`src/rtl/port_a_handshake_ctrl.sv`:
```
// Port A control/handshake sequencer for an 8255-style PPI: decodes control words and BSR
// commands, drives the Port A buffer enables and runs the Mode 0 / Mode 1 strobed handshakes.
module port_a_handshake_ctrl (
  input  logic       clk,
  input  logic       rst_n,
  input  logic       cs_n,
  input  logic       rd_n,
  input  logic       wr_n,
  input  logic [1:0] a,
  input  logic [7:0] d_in,
  output logic [7:0] d_out,
  output logic       d_oe,
  input  logic [7:0] pa_in,
  output logic [7:0] pa_out,
  input  logic       stb_n,
  input  logic       ack_n,
  output logic       pa_en,
  output logic       pa_dir,
  output logic       ibf,
  output logic       obf_n,
  output logic       intr,
  output logic [1:0] mode_a
);

  typedef enum logic [2:0] {
    StUncfg,
    StM0In,
    StM0Out,
    StM1InEmpty,
    StM1InFull,
    StM1OutEmpty,
    StM1OutFull
  } state_e;

  state_e      state;
  logic        rd_q, wr_q;
  logic [2:0]  stb_sync, ack_sync;
  logic        inte_in, inte_out;
  logic [7:0]  in_latch;

  logic        rd_start, rd_end, wr_start, wr_end;
  logic        stb_fall, stb_rise, ack_fall, ack_rise;
  logic        m1_in, m1_out, pa_sel, ctl_sel;
  logic [7:0]  rd_data;

  assign rd_start = ~cs_n & rd_q & ~rd_n;
  assign rd_end   = ~cs_n & ~rd_q & rd_n;
  assign wr_start = ~cs_n & wr_q & ~wr_n;
  assign wr_end   = ~cs_n & ~wr_q & wr_n;

  // [0],[1] are the synchronizer flops, [2] holds the previous synchronized level.
  assign stb_fall = stb_sync[2] & ~stb_sync[1];
  assign stb_rise = ~stb_sync[2] & stb_sync[1];
  assign ack_fall = ack_sync[2] & ~ack_sync[1];
  assign ack_rise = ~ack_sync[2] & ack_sync[1];

  assign m1_in   = (state == StM1InEmpty) || (state == StM1InFull);
  assign m1_out  = (state == StM1OutEmpty) || (state == StM1OutFull);
  assign pa_sel  = (a == 2'b00);
  assign ctl_sel = (a == 2'b11);

  always_comb begin
    rd_data = 8'h00;
    case (a)
      2'b00: begin
        if (state == StUncfg) rd_data = 8'h00;
        else if (m1_in)       rd_data = in_latch;
        else if (m1_out)      rd_data = pa_out;
        else                  rd_data = pa_in;
      end
      2'b10:   rd_data = {obf_n, inte_out, ibf, inte_in, intr, 3'b000};
      default: rd_data = 8'h00;
    endcase
  end

  always_ff @(posedge clk) begin
    if (!rst_n) begin
      state    <= StUncfg;
      rd_q     <= 1'b1;
      wr_q     <= 1'b1;
      stb_sync <= 3'b111;
      ack_sync <= 3'b111;
      inte_in  <= 1'b0;
      inte_out <= 1'b0;
      in_latch <= 8'h00;
      d_out    <= 8'h00;
      d_oe     <= 1'b0;
      pa_out   <= 8'h00;
      pa_en    <= 1'b0;
      pa_dir   <= 1'b1;
      ibf      <= 1'b0;
      obf_n    <= 1'b1;
      intr     <= 1'b0;
      mode_a   <= 2'b00;
    end else begin
      rd_q     <= rd_n;
      wr_q     <= wr_n;
      stb_sync <= {stb_sync[1:0], stb_n};
      ack_sync <= {ack_sync[1:0], ack_n};

      // Peripheral events first; CPU actions below override them in the same cycle.
      if (m1_in) begin
        if (stb_fall) begin
          in_latch <= pa_in;
          ibf      <= 1'b1;
          state    <= StM1InFull;
        end
        if (stb_rise && ibf && inte_in) intr <= 1'b1;
      end
      if (m1_out) begin
        if (ack_fall) begin
          obf_n <= 1'b1;
          state <= StM1OutEmpty;
        end
        if (ack_rise && obf_n && inte_out) intr <= 1'b1;
      end

      if (rd_start) begin
        d_out <= rd_data;
        d_oe  <= 1'b1;
        if (pa_sel && m1_in) intr <= 1'b0;
      end
      // Bus release is not gated by chip select so d_oe can never stick high.
      if (rd_n && !rd_q) d_oe <= 1'b0;
      if (rd_end && pa_sel && m1_in) begin
        ibf   <= 1'b0;
        state <= StM1InEmpty;
      end

      if (wr_start) begin
        if (ctl_sel) begin
          if (d_in[7]) begin
            mode_a   <= d_in[6:5];
            pa_dir   <= d_in[4];
            pa_en    <= 1'b1;
            pa_out   <= 8'h00;
            ibf      <= 1'b0;
            obf_n    <= 1'b1;
            intr     <= 1'b0;
            inte_in  <= 1'b0;
            inte_out <= 1'b0;
            if (d_in[6:5] == 2'b01) state <= d_in[4] ? StM1InEmpty : StM1OutEmpty;
            else                    state <= d_in[4] ? StM0In : StM0Out;
          end else begin
            if (d_in[3:1] == 3'd4) begin
              inte_in <= d_in[0];
              if (!d_in[0] && m1_in) intr <= 1'b0;
            end
            if (d_in[3:1] == 3'd6) begin
              inte_out <= d_in[0];
              if (!d_in[0] && m1_out) intr <= 1'b0;
            end
          end
        end else if (pa_sel) begin
          if ((state == StM0In) || (state == StM0Out)) begin
            pa_out <= d_in;
          end else if (m1_out) begin
            pa_out <= d_in;
            intr   <= 1'b0;
          end
        end
      end

      if (wr_end && pa_sel && m1_out) begin
        obf_n <= 1'b0;
        state <= StM1OutFull;
      end
    end
  end

endmodule
```
`config.mk`:
```
export PLATFORM = sky130hd
export DESIGN_NAME = port_a_handshake_ctrl
export DESIGN_NICKNAME = d
export VERILOG_FILES = /design/src/rtl/port_a_handshake_ctrl.sv
export SDC_FILE = /design/constraint.sdc
export NUM_CORES = 1
export LEC_CHECK = 0
export ABC_AREA = 1
export BUFFER_PORTS_ARGS = -buffer_cell sky130_fd_sc_hd__buf_2
export CORE_MARGIN = 2
export CORE_UTILIZATION = 35
export DETAILED_ROUTE_END_ITERATION = 12
export HOLD_SLACK_MARGIN = 0.02
export SYNTH_ARGS = -nofsm -noshare
export SYNTH_HDL_FRONTEND = slang
export SYNTH_SLANG_ARGS = --single-unit
```
`constraint.sdc`:
```
create_clock -name clk -period 1.8 [get_ports clk]
set_input_delay 0.09 -clock clk [delete_from_list [all_inputs] [get_ports clk]]
set_output_delay 0.09 -clock clk [all_outputs]
set_load 0.01 [all_outputs]
```
==> qor.yml, run 1 <==
clock_tree:
  cts_setup_buffers: 0
  cts_resized: 0
  clockBufferDepth: 2
  clkLatencyLatePin_ns: 0.30
  h-tree-depth: 2
  cts_tree: "done"
  cts_sinks: 45
  cts-root-buf: "clkbuf_8"
  numCtsBuffers: 5
  cts.reportedPaths.clkPinSlew_ns: 0.08
synthesis:
  synthesis.nets: 335
  yosysWarnings: 0
  synth_enable_flop_cells: 0
  synth_area_mm2: 0.00220
  avgSynthCellArea_um2: 7.21
  ys_types: 30
  async_flop_share: 0
  syn_inst: 305
  synth_top_area_cell: "dfxtp_1"
  synth_top_area_frac: 0.410
  synth_seq_area_share: 0.410
  ys_seq_elements: 45
  synth_top_flop_cell: "dfxtp_1"
  synthTopCellsByArea: "dfxtp_1, nand2_1, a21oi_1"
critical_path:
  timing.rr.end: "ibf"
  crit_top_cell: "nand2_2"
  worstPathRequired_ns: 1.99
  critical_path_arrival_ns: 1.80
  worst-path-buf-inv: 2
  ff2ff_path_depth: 7
  critPathTopFamily: "simple AND/OR/NAND/NOR gates"
  rrSetupSlack_ns: 0.20
  r2r-start: "state[2]"
  cp_cell_sequence: "inv_2 -> nand3_2 -> nand2_2 -> nand2_2 -> inv_1 -> o21ai_0 -> nor2_1"
  cp_slowest_cell: "dfxtp_1"
  crit_path_max_incr_delay_ns: 0.54
  crit_path_end_kind: "flip-flop"
  criticalPathCategory: "reg2reg"
  start_kind: "flip-flop"
  critPathMaxFanout: 14
placed_design:
  dp_cells: 422
  dp_hpwl_mm: 4.45
  place.gp.congestion: 0.863
  io_buffers: 48
floorplan:
  die_y_um: 83.3
  core-area_mm2: 0.00599
  io_pins: 49
  initial_core_util: 0.367
  dieArea_mm2: 0.00693
  rows: 28
  fp.dieW_um: 83.3
timing:
  rsz0062_at_grt: "false"
  worstMarginPinSlew_ns: 0.370
  period_needed_ns: 1.60
  period_share: 0.892
  setup_viol_count_final: 0
  slew_violations: 0
  hold_viol: 0
  max_freq_mhz: 623
  fin_setup_tns_ns: 0
  slew_headroom: 0.753
  skew_ns: 0.00533
power:
  p_total_mw: 1.80
  power_switching_share: 0.248
  intPower_mw: 1.35
  power_frac_seq: 0.566
  clkPwrFrac: 0.340
  comb_power_share: 0.094
  power.leakage_nw: 1.19
  switching_power_mw: 0.446
  p_per_area_mw_per_mm2: 691
  ir_drop_mv: 0.268
grt:
  grtUsageTotal: 0.167
  grt_pass1_wl_mm: 9.36
  first_global_vias: 1899
  grt_max_degree: 25
  grt-ovfl-total: 0
  antenna_found_initial: 0
detailed_routing:
  routed_wl_mm: 5.76
  drc_errors: 0
  drt-pass1-iter-count: 4
  ant_nets: 0
  avgViaCountPerCell: 4.78
  avgRoutedWirePerCell_um: 13.3
  drtIter0Drc: 132
  route.vias.total: 2076
hold_path:
  min-delay-start: "pa_in[0]"
  whs_path_depth: 3
  min_path_type: "in2reg"
  min_to: "in_latch[0]"
cells_and_area:
  final_common_cell: "nand2_1"
  nNetsFinal: 388
  drive_gt1_frac: 0.237
  stdcell_count: 434
  syn2layout_area_growth_pct: 18.4
  layout_common_cells: "nand2_1, buf_2, dfxtp_1, a21oi_1, inv_1"
  diodes: 0
flow_run:
  cap_viol_max_count: 0
outcome:
  outcome: "complete, no violations"
worst min-delay path: stages:
cell     delay (ns)
buf_2          0.09
o21ai_1        0.06
nor2_1         0.07
synth_stat cells (3+ instances only):
library cell and n:
nand2_1 71, ha_1 5, nand3_2 3, inv_1 28, nand2_2 6, a21oi_2 4, nand4_1 6, o21ai_1 8
buf_6 3, or2_2 5, nand3_1 24, clkbuf_1 4, dfxtp_1 45, inv_2 6, a21oi_1 33, nor3_1 3
nor2_1 27, o21ai_0 12
worst max-delay path by stage:
stage / start / end / slack (ns) / cells after the start
finish: state[2] / ibf / 0.20 / 7
global route: state[2] / d_out[3] / 0.03 / 9
CTS: state[2] / ibf / 0.20 / 7
detailed placement: state[2] / ibf / 0.22 / 7
global placement: state[2] / d_out[5] / 0.24 / 9
floorplan: state[2] / in_latch[6] / 0.55 / 9
layer usage:
layer / GRT usage / wire length, um / vias to the layer above
met1: 0.231 / 2870 / 936
met5: 0 / 0 / -
met4: 0.0462 / 72 / 0
li1: - / - / 1093
met2: 0.262 / 2590 / 42
met3: 0.0368 / 233 / 5
per-stage QoR:
step	instance area, um2	util	hold WS, ns	setup WS (ns)
2_1_floorplan	2200	-	0.186	0.551
3_3_place_gp	2480	0.414	0.283	0.237
3_5_place_dp	2480	0.414	0.282	0.220
4_1_cts	2600	0.434	0.0399	0.204
5_1_grt	2600	0.434	0.0546	0.0332
6_report	2600	0.434	0.0515	0.195
cell families (layout without fill, tap and decap cells):
group / after synthesis / after routing / synth area share
buffers and inverters: 44 / 98 / 0.0945
and+or+nand+nor: 150 / 150 / 0.318
adders and majority gates: 5 / 5 / 0.0285
DFF: 45 / 45 / 0.410
AOI/OAI and AO/OA: 61 / 61 / 0.150
power by group through the flow:
stage	sequential (mW)	clock, mW	combinational [mW]
global route	1.02	0.670	0.191
CTS	1.02	0.626	0.169
finish	1.02	0.611	0.169
detailed placement	1.04	0	0.162
global placement	1.04	0	0.162
floorplan	1.04	0	0.0895
repair_timing:
item | CTS | global route
endpoints found under the hold margin | 4 | 0
setup endpoints to repair | 0 | 0
hold buffers | 4 | 0
registers in the layout, indices dropped and copies added, names as in the netlist:
signal	cells
ack_sync	3
d_oe	1
d_out	8
ibf	1
in_latch	8
inte_in	1
inte_out	1
intr	1
mode_a	2
obf_n	1
pa_dir	1
pa_en	1
pa_out	8
rd_q	1
state	3
stb_sync	3
wr_q	1
final cells by class:
cell class / count / area, um2
Clock buffer: 8 / 80.1
Fill cell: 635 / 3390
Inverter: 34 / 128
Multi-Input combinational cell: 216 / 1090
Sequential cell: 45 / 901
Tap cell: 75 / 93.8
Timing Repair Buffer: 56 / 310
Note: power is estimated with default switching activity, not from simulation.
==> inputs of run 2 (changes only) <==
--- a/config.mk
+++ b/config.mk
@@ -7,10 +7,13 @@
 export LEC_CHECK = 0
 export ABC_AREA = 1
 export BUFFER_PORTS_ARGS = -buffer_cell sky130_fd_sc_hd__buf_2
+export CELL_PAD_IN_SITES_DETAIL_PLACEMENT = 0
+export CELL_PAD_IN_SITES_GLOBAL_PLACEMENT = 1
 export CORE_MARGIN = 2
 export CORE_UTILIZATION = 35
 export DETAILED_ROUTE_END_ITERATION = 12
 export HOLD_SLACK_MARGIN = 0.02
+export PLACE_DENSITY_LB_ADDON = 0.1
 export SYNTH_ARGS = -nofsm -noshare
 export SYNTH_HDL_FRONTEND = slang
 export SYNTH_SLANG_ARGS = --single-unit
==> run 2 against run 1 <==
Effect of this change:
- critical path depth unchanged
- first-iteration DRC count is 41% lower
- non-clock buffer count down 1
- largest power group unchanged
- sequential power hardly changed
- clock skew is 0.0025 ns higher
- cell count decreased by 0.23%
- power grew 0.99%
- clock power is 3% higher
==> qor.yml, run 2 (synthesized netlist as in run 1, its figures left out) <==
floorplan:
  io_pins: 49
  fp.dieW_um: 83.3
  initial_core_util: 0.367
  rows: 28
  dieArea_mm2: 0.00693
  core-area_mm2: 0.00599
  die_y_um: 83.3
clock_tree:
  h-tree-depth: 2
  cts-root-buf: "clkbuf_8"
  cts_tree: "done"
  cts.reportedPaths.clkPinSlew_ns: 0.09
  clkLatencyLatePin_ns: 0.30
  clockBufferDepth: 2
  cts_setup_buffers: 0
  numCtsBuffers: 5
  cts_resized: 0
  postCtsHoldBufs: 4
  cts_sinks: 45
outcome:
  outcome: "complete, no violations"
critical_path:
  criticalPathCategory: "reg2reg"
  critPathTopFamily: "simple AND/OR/NAND/NOR gates"
  start_kind: "flip-flop"
  critical_path_arrival_ns: 1.84
  cp_cell_sequence: "inv_2 -> nand3_2 -> nand2_2 -> nand2_2 -> inv_1 -> o21ai_0 -> nor2_1"
  critPathMaxFanout: 14
  crit_path_max_incr_delay_ns: 0.53
  worst-path-buf-inv: 2
  worstPathRequired_ns: 2.00
  crit_top_cell: "nand2_2"
  crit_path_end_kind: "flip-flop"
  cp_slowest_cell: "dfxtp_1"
flow_run:
  cap_viol_max_count: 0
timing:
  period_share: 0.909
  worstMarginPinSlew_ns: 0.394
  slew_headroom: 0.737
  max_freq_mhz: 611
  setup_viol_count_final: 0
  hold_viol: 0
  period_needed_ns: 1.64
  rsz0062_at_grt: "false"
  slew_violations: 0
  fin_setup_tns_ns: 0
  skew_ns: 0.00781
cells_and_area:
  seq_area_um2: 901
  syn2layout_area_growth_pct: 18.3
  multiInputGateArea_mm2: 0.00109
  drive_gt1_frac: 0.243
  fin_area_mm2: 0.00260
  diodes: 0
  layout_common_cells: "nand2_1, buf_2, dfxtp_1, a21oi_1, inv_1"
  fillerInstances: 659
  nNetsFinal: 387
  top_regs: "d_out x8, in_latch x8, pa_out x8"
  stdcell_count: 433
  final_common_cell: "nand2_1"
hold_path:
  min_path_type: "in2reg"
power:
  power_switching_share: 0.260
  ir_drop_mv: 0.306
  p_total_mw: 1.82
  clkPwrFrac: 0.347
  power.leakage_nw: 1.19
  power_frac_seq: 0.561
  switching_power_mw: 0.472
  comb_power_share: 0.092
  intPower_mw: 1.34
  p_per_area_mw_per_mm2: 698
placed_design:
  io_buffers: 48
  dp_cells: 421
  place.gp.congestion: 0.828
  post_dp_cell_area_mm2: 0.00247
  dp_hpwl_mm: 4.59
detailed_routing:
  drtIter0Drc: 78
  drc_errors: 0
  route.vias.total: 2094
  drt-pass1-iter-count: 4
  avgRoutedWirePerCell_um: 13.7
  ant_nets: 0
  routed_wl_mm: 5.95
  avgViaCountPerCell: 4.84
grt:
  grt-ovfl-total: 0
  grtUsageTotal: 0.181
  first_global_vias: 2097
  antenna_found_initial: 0
  grt_pass1_wl_mm: 10.2
  grt_max_degree: 22
## run 2: power by group through the flow
stage / Sequential (mW) / Combinational (mW) / Clock, mW
CTS: 1.02 / 0.169 / 0.654
global placement: 1.04 / 0.162 / 0
floorplan: 1.04 / 0.0895 / 0
global route: 1.02 / 0.192 / 0.693
detailed placement: 1.04 / 0.162 / 0
finish: 1.02 / 0.167 / 0.630
## run 2: worst paths after layout
path	end	depth (start not counted)	start	slack (ns)
setup / recovery	ibf	7	state[2]	0.16
hold / removal	mode_a[0]	3	d_in[5]	0.05
setup reg to reg	ibf	7	state[2]	0.16
hold reg to reg	ack_sync[1]	1	ack_sync[0]	0.42
## run 2: worst min-delay path: stages
cell,delay (ns)
buf_2,0.11
inv_1,0.06
a21oi_1,0.06
## run 2: per-layer routing
metal,track usage,up-vias,share of wire
met4,0.0507,0,0.017
met3,0.0328,9,0.034
li1,-,1094,-
met2,0.285,41,0.43
met1,0.253,950,0.51
met5,0,-,0
## run 2: cell type report
cell class	count	share of cell area
clock buffers	5	0.0265
clock inverters	3	0.00673
inverters	34	0.0491
multi-input cells	216	0.419
flip-flops and latches	45	0.346
well taps	75	0.0361
repair buffers	55	0.116
## run 2: stage by stage
stage,hold WS (ns),utilization,setup slack [ns]
floorplan,0.186,-,0.551
global placement,0.275,0.413,0.167
detailed placement,0.280,0.413,0.166
CTS,0.0495,0.434,0.145
global route,0.0635,0.434,0.0350
finish,0.0517,0.434,0.164
==> inputs of run 3 (changes only) <==
--- a/config.mk
+++ b/config.mk
@@ -11,6 +11,7 @@
 export CELL_PAD_IN_SITES_GLOBAL_PLACEMENT = 1
 export CORE_MARGIN = 2
 export CORE_UTILIZATION = 35
+export CTS_BUF_LIST = sky130_fd_sc_hd__clkbuf_4
 export DETAILED_ROUTE_END_ITERATION = 12
 export HOLD_SLACK_MARGIN = 0.02
 export PLACE_DENSITY_LB_ADDON = 0.1
==> run 3 against run 2 <==
Effect of this change:
- cell count increased by 3.0%
- non-clock buffer count grew 13
- sequential cell count unchanged
- critical path type unchanged
==> qor.yml, run 3 (synthesized netlist as in run 1, its figures left out) <==
outcome:
  outcome: "complete, no violations"
floorplan:
  rows: 28
  initial_core_util: 0.367
  die_y_um: 83.3
  io_pins: 49
  fp.dieW_um: 83.3
  dieArea_mm2: 0.00693
  core-area_mm2: 0.00599
detailed_routing:
  routed_wl_mm: 5.97
  avgViaCountPerCell: 4.80
  drtIter0Drc: 85
  drc_errors: 0
  route.vias.total: 2139
  drt-pass1-iter-count: 4
  avgRoutedWirePerCell_um: 13.4
  ant_nets: 0
timing:
  slew_headroom: 0.737
  setup_viol_count_final: 0
  slew_violations: 0
  holdWs_ns: 0.0339
  max_freq_mhz: 608
  fin_setup_tns_ns: 0
  period_share: 0.914
  period_needed_ns: 1.64
  setup_slack_ns: 0.155
  hold_viol: 0
  rsz0062_at_grt: "false"
  skew_ns: 0.0127
  worstMarginPinSlew_ns: 0.394
cells_and_area:
  multiInputGateArea_mm2: 0.00109
  diodes: 0
  seq_area_um2: 901
  fin_area_mm2: 0.00270
  syn2layout_area_growth_pct: 22.8
  top_regs: "d_out x8, in_latch x8, pa_out x8"
  drive_gt1_frac: 0.235
  fillerInstances: 658
  nNetsFinal: 400
  layout_common_cells: "nand2_1, buf_2, dfxtp_1, a21oi_1, inv_1"
  fin_util: 0.451
  final_common_cell: "nand2_1"
clock_tree:
  h-tree-depth: 2
  cts_tree: "done"
  cts-root-buf: "clkbuf_4"
  cts_setup_buffers: 0
  numCtsBuffers: 5
  clkLatencyLatePin_ns: 0.36
  clockBufferDepth: 2
  cts_sinks: 45
  cts_resized: 0
  cts.reportedPaths.clkPinSlew_ns: 0.14
  postCtsHoldBufs: 16
critical_path:
  worstPathRequired_ns: 2.07
  r2r-start: "state[2]"
  critical_path.endpoint: "ibf"
  timing.rr.end: "ibf"
  criticalPathCategory: "reg2reg"
  crit_path_end_kind: "flip-flop"
  ff2ff_path_depth: 7
  rrSetupSlack_ns: 0.16
  critical_path_arrival_ns: 1.92
  cp-startpoint: "state[2]"
  critPathMaxFanout: 14
  start_kind: "flip-flop"
grt:
  antenna_found_initial: 0
  grt_max_degree: 22
  first_global_vias: 2124
  grt_pass1_wl_mm: 10.3
  grtUsageTotal: 0.182
  grt-ovfl-total: 0
power:
  power.leakage_nw: 1.24
  p_per_area_mw_per_mm2: 629
  power_switching_share: 0.267
  ir_drop_mv: 0.279
  intPower_mw: 1.24
  comb_power_share: 0.111
  clkPwrFrac: 0.288
  switching_power_mw: 0.454
  power_frac_seq: 0.601
placed_design:
  place.gp.congestion: 0.828
  place_ws_ns: 0.166
  io_buffers: 48
  dp_hpwl_mm: 4.59
  post_dp_cell_area_mm2: 0.00247
hold_path:
  min-delay-start: "pa_in[7]"
  min_path_type: "in2reg"
flow_run:
  cap_viol_max_count: 0
-- run 3: cell count changes in the layout (fill, tap and decap cells not counted) --
cell,previous run,this run
clkbuf_4,0,5
clkbuf_8,5,0
dlygate4sd3_1,4,17
-- run 3: through the flow --
step	std cells	power (mW)
after floorplan	305	1.13
after global routing	446	1.80
after detailed placement	421	1.21
after global placement	421	1.21
after CTS	445	1.73
final	446	1.70
-- run 3: how the worst min path moves through the flow --
stage	endpoint	slack (ns)	cells after the start
after detailed placement	stb_sync[0]	0.28	2
after CTS	in_latch[5]	0.02	3
after global placement	ack_sync[0]	0.27	2
after floorplan	rd_q	0.19	2
after global routing	in_latch[7]	0.04	3
final	in_latch[7]	0.03	3
-- run 3: per-layer routing --
layer / up-vias / GRT usage / part of all wire
met5: - / 0 / 0
met4: 0 / 0.0507 / 0.017
met3: 10 / 0.0308 / 0.034
met2: 40 / 0.289 / 0.44
met1: 969 / 0.255 / 0.51
li1: 1120 / - / -
-- run 3: layout make-up --
cell class	count	area share
multi-input cells	216	0.404
flip-flops and latches	45	0.334
clock buffers	5	0.0139
inverters	34	0.0473
well taps	75	0.0348
repair buffers	68	0.160
clock inverters	3	0.00649
-- run 3: power by group through the flow --
stage	logic, mW	clock network, mW	registers [mW]
after floorplan	0.0895	0	1.04
after global placement	0.162	0	1.04
after detailed placement	0.162	0	1.04
after CTS	0.189	0.519	1.02
after global routing	0.215	0.561	1.02
final	0.188	0.489	1.02
-- run 3: worst max-delay path, stage by stage (launching register included) --
cell     delay, ns
dfxtp_1       0.55
inv_2         0.09
nand3_2       0.09
nand2_2       0.16
nand2_2       0.27
inv_1         0.16
o21ai_0       0.18
nor2_1        0.05
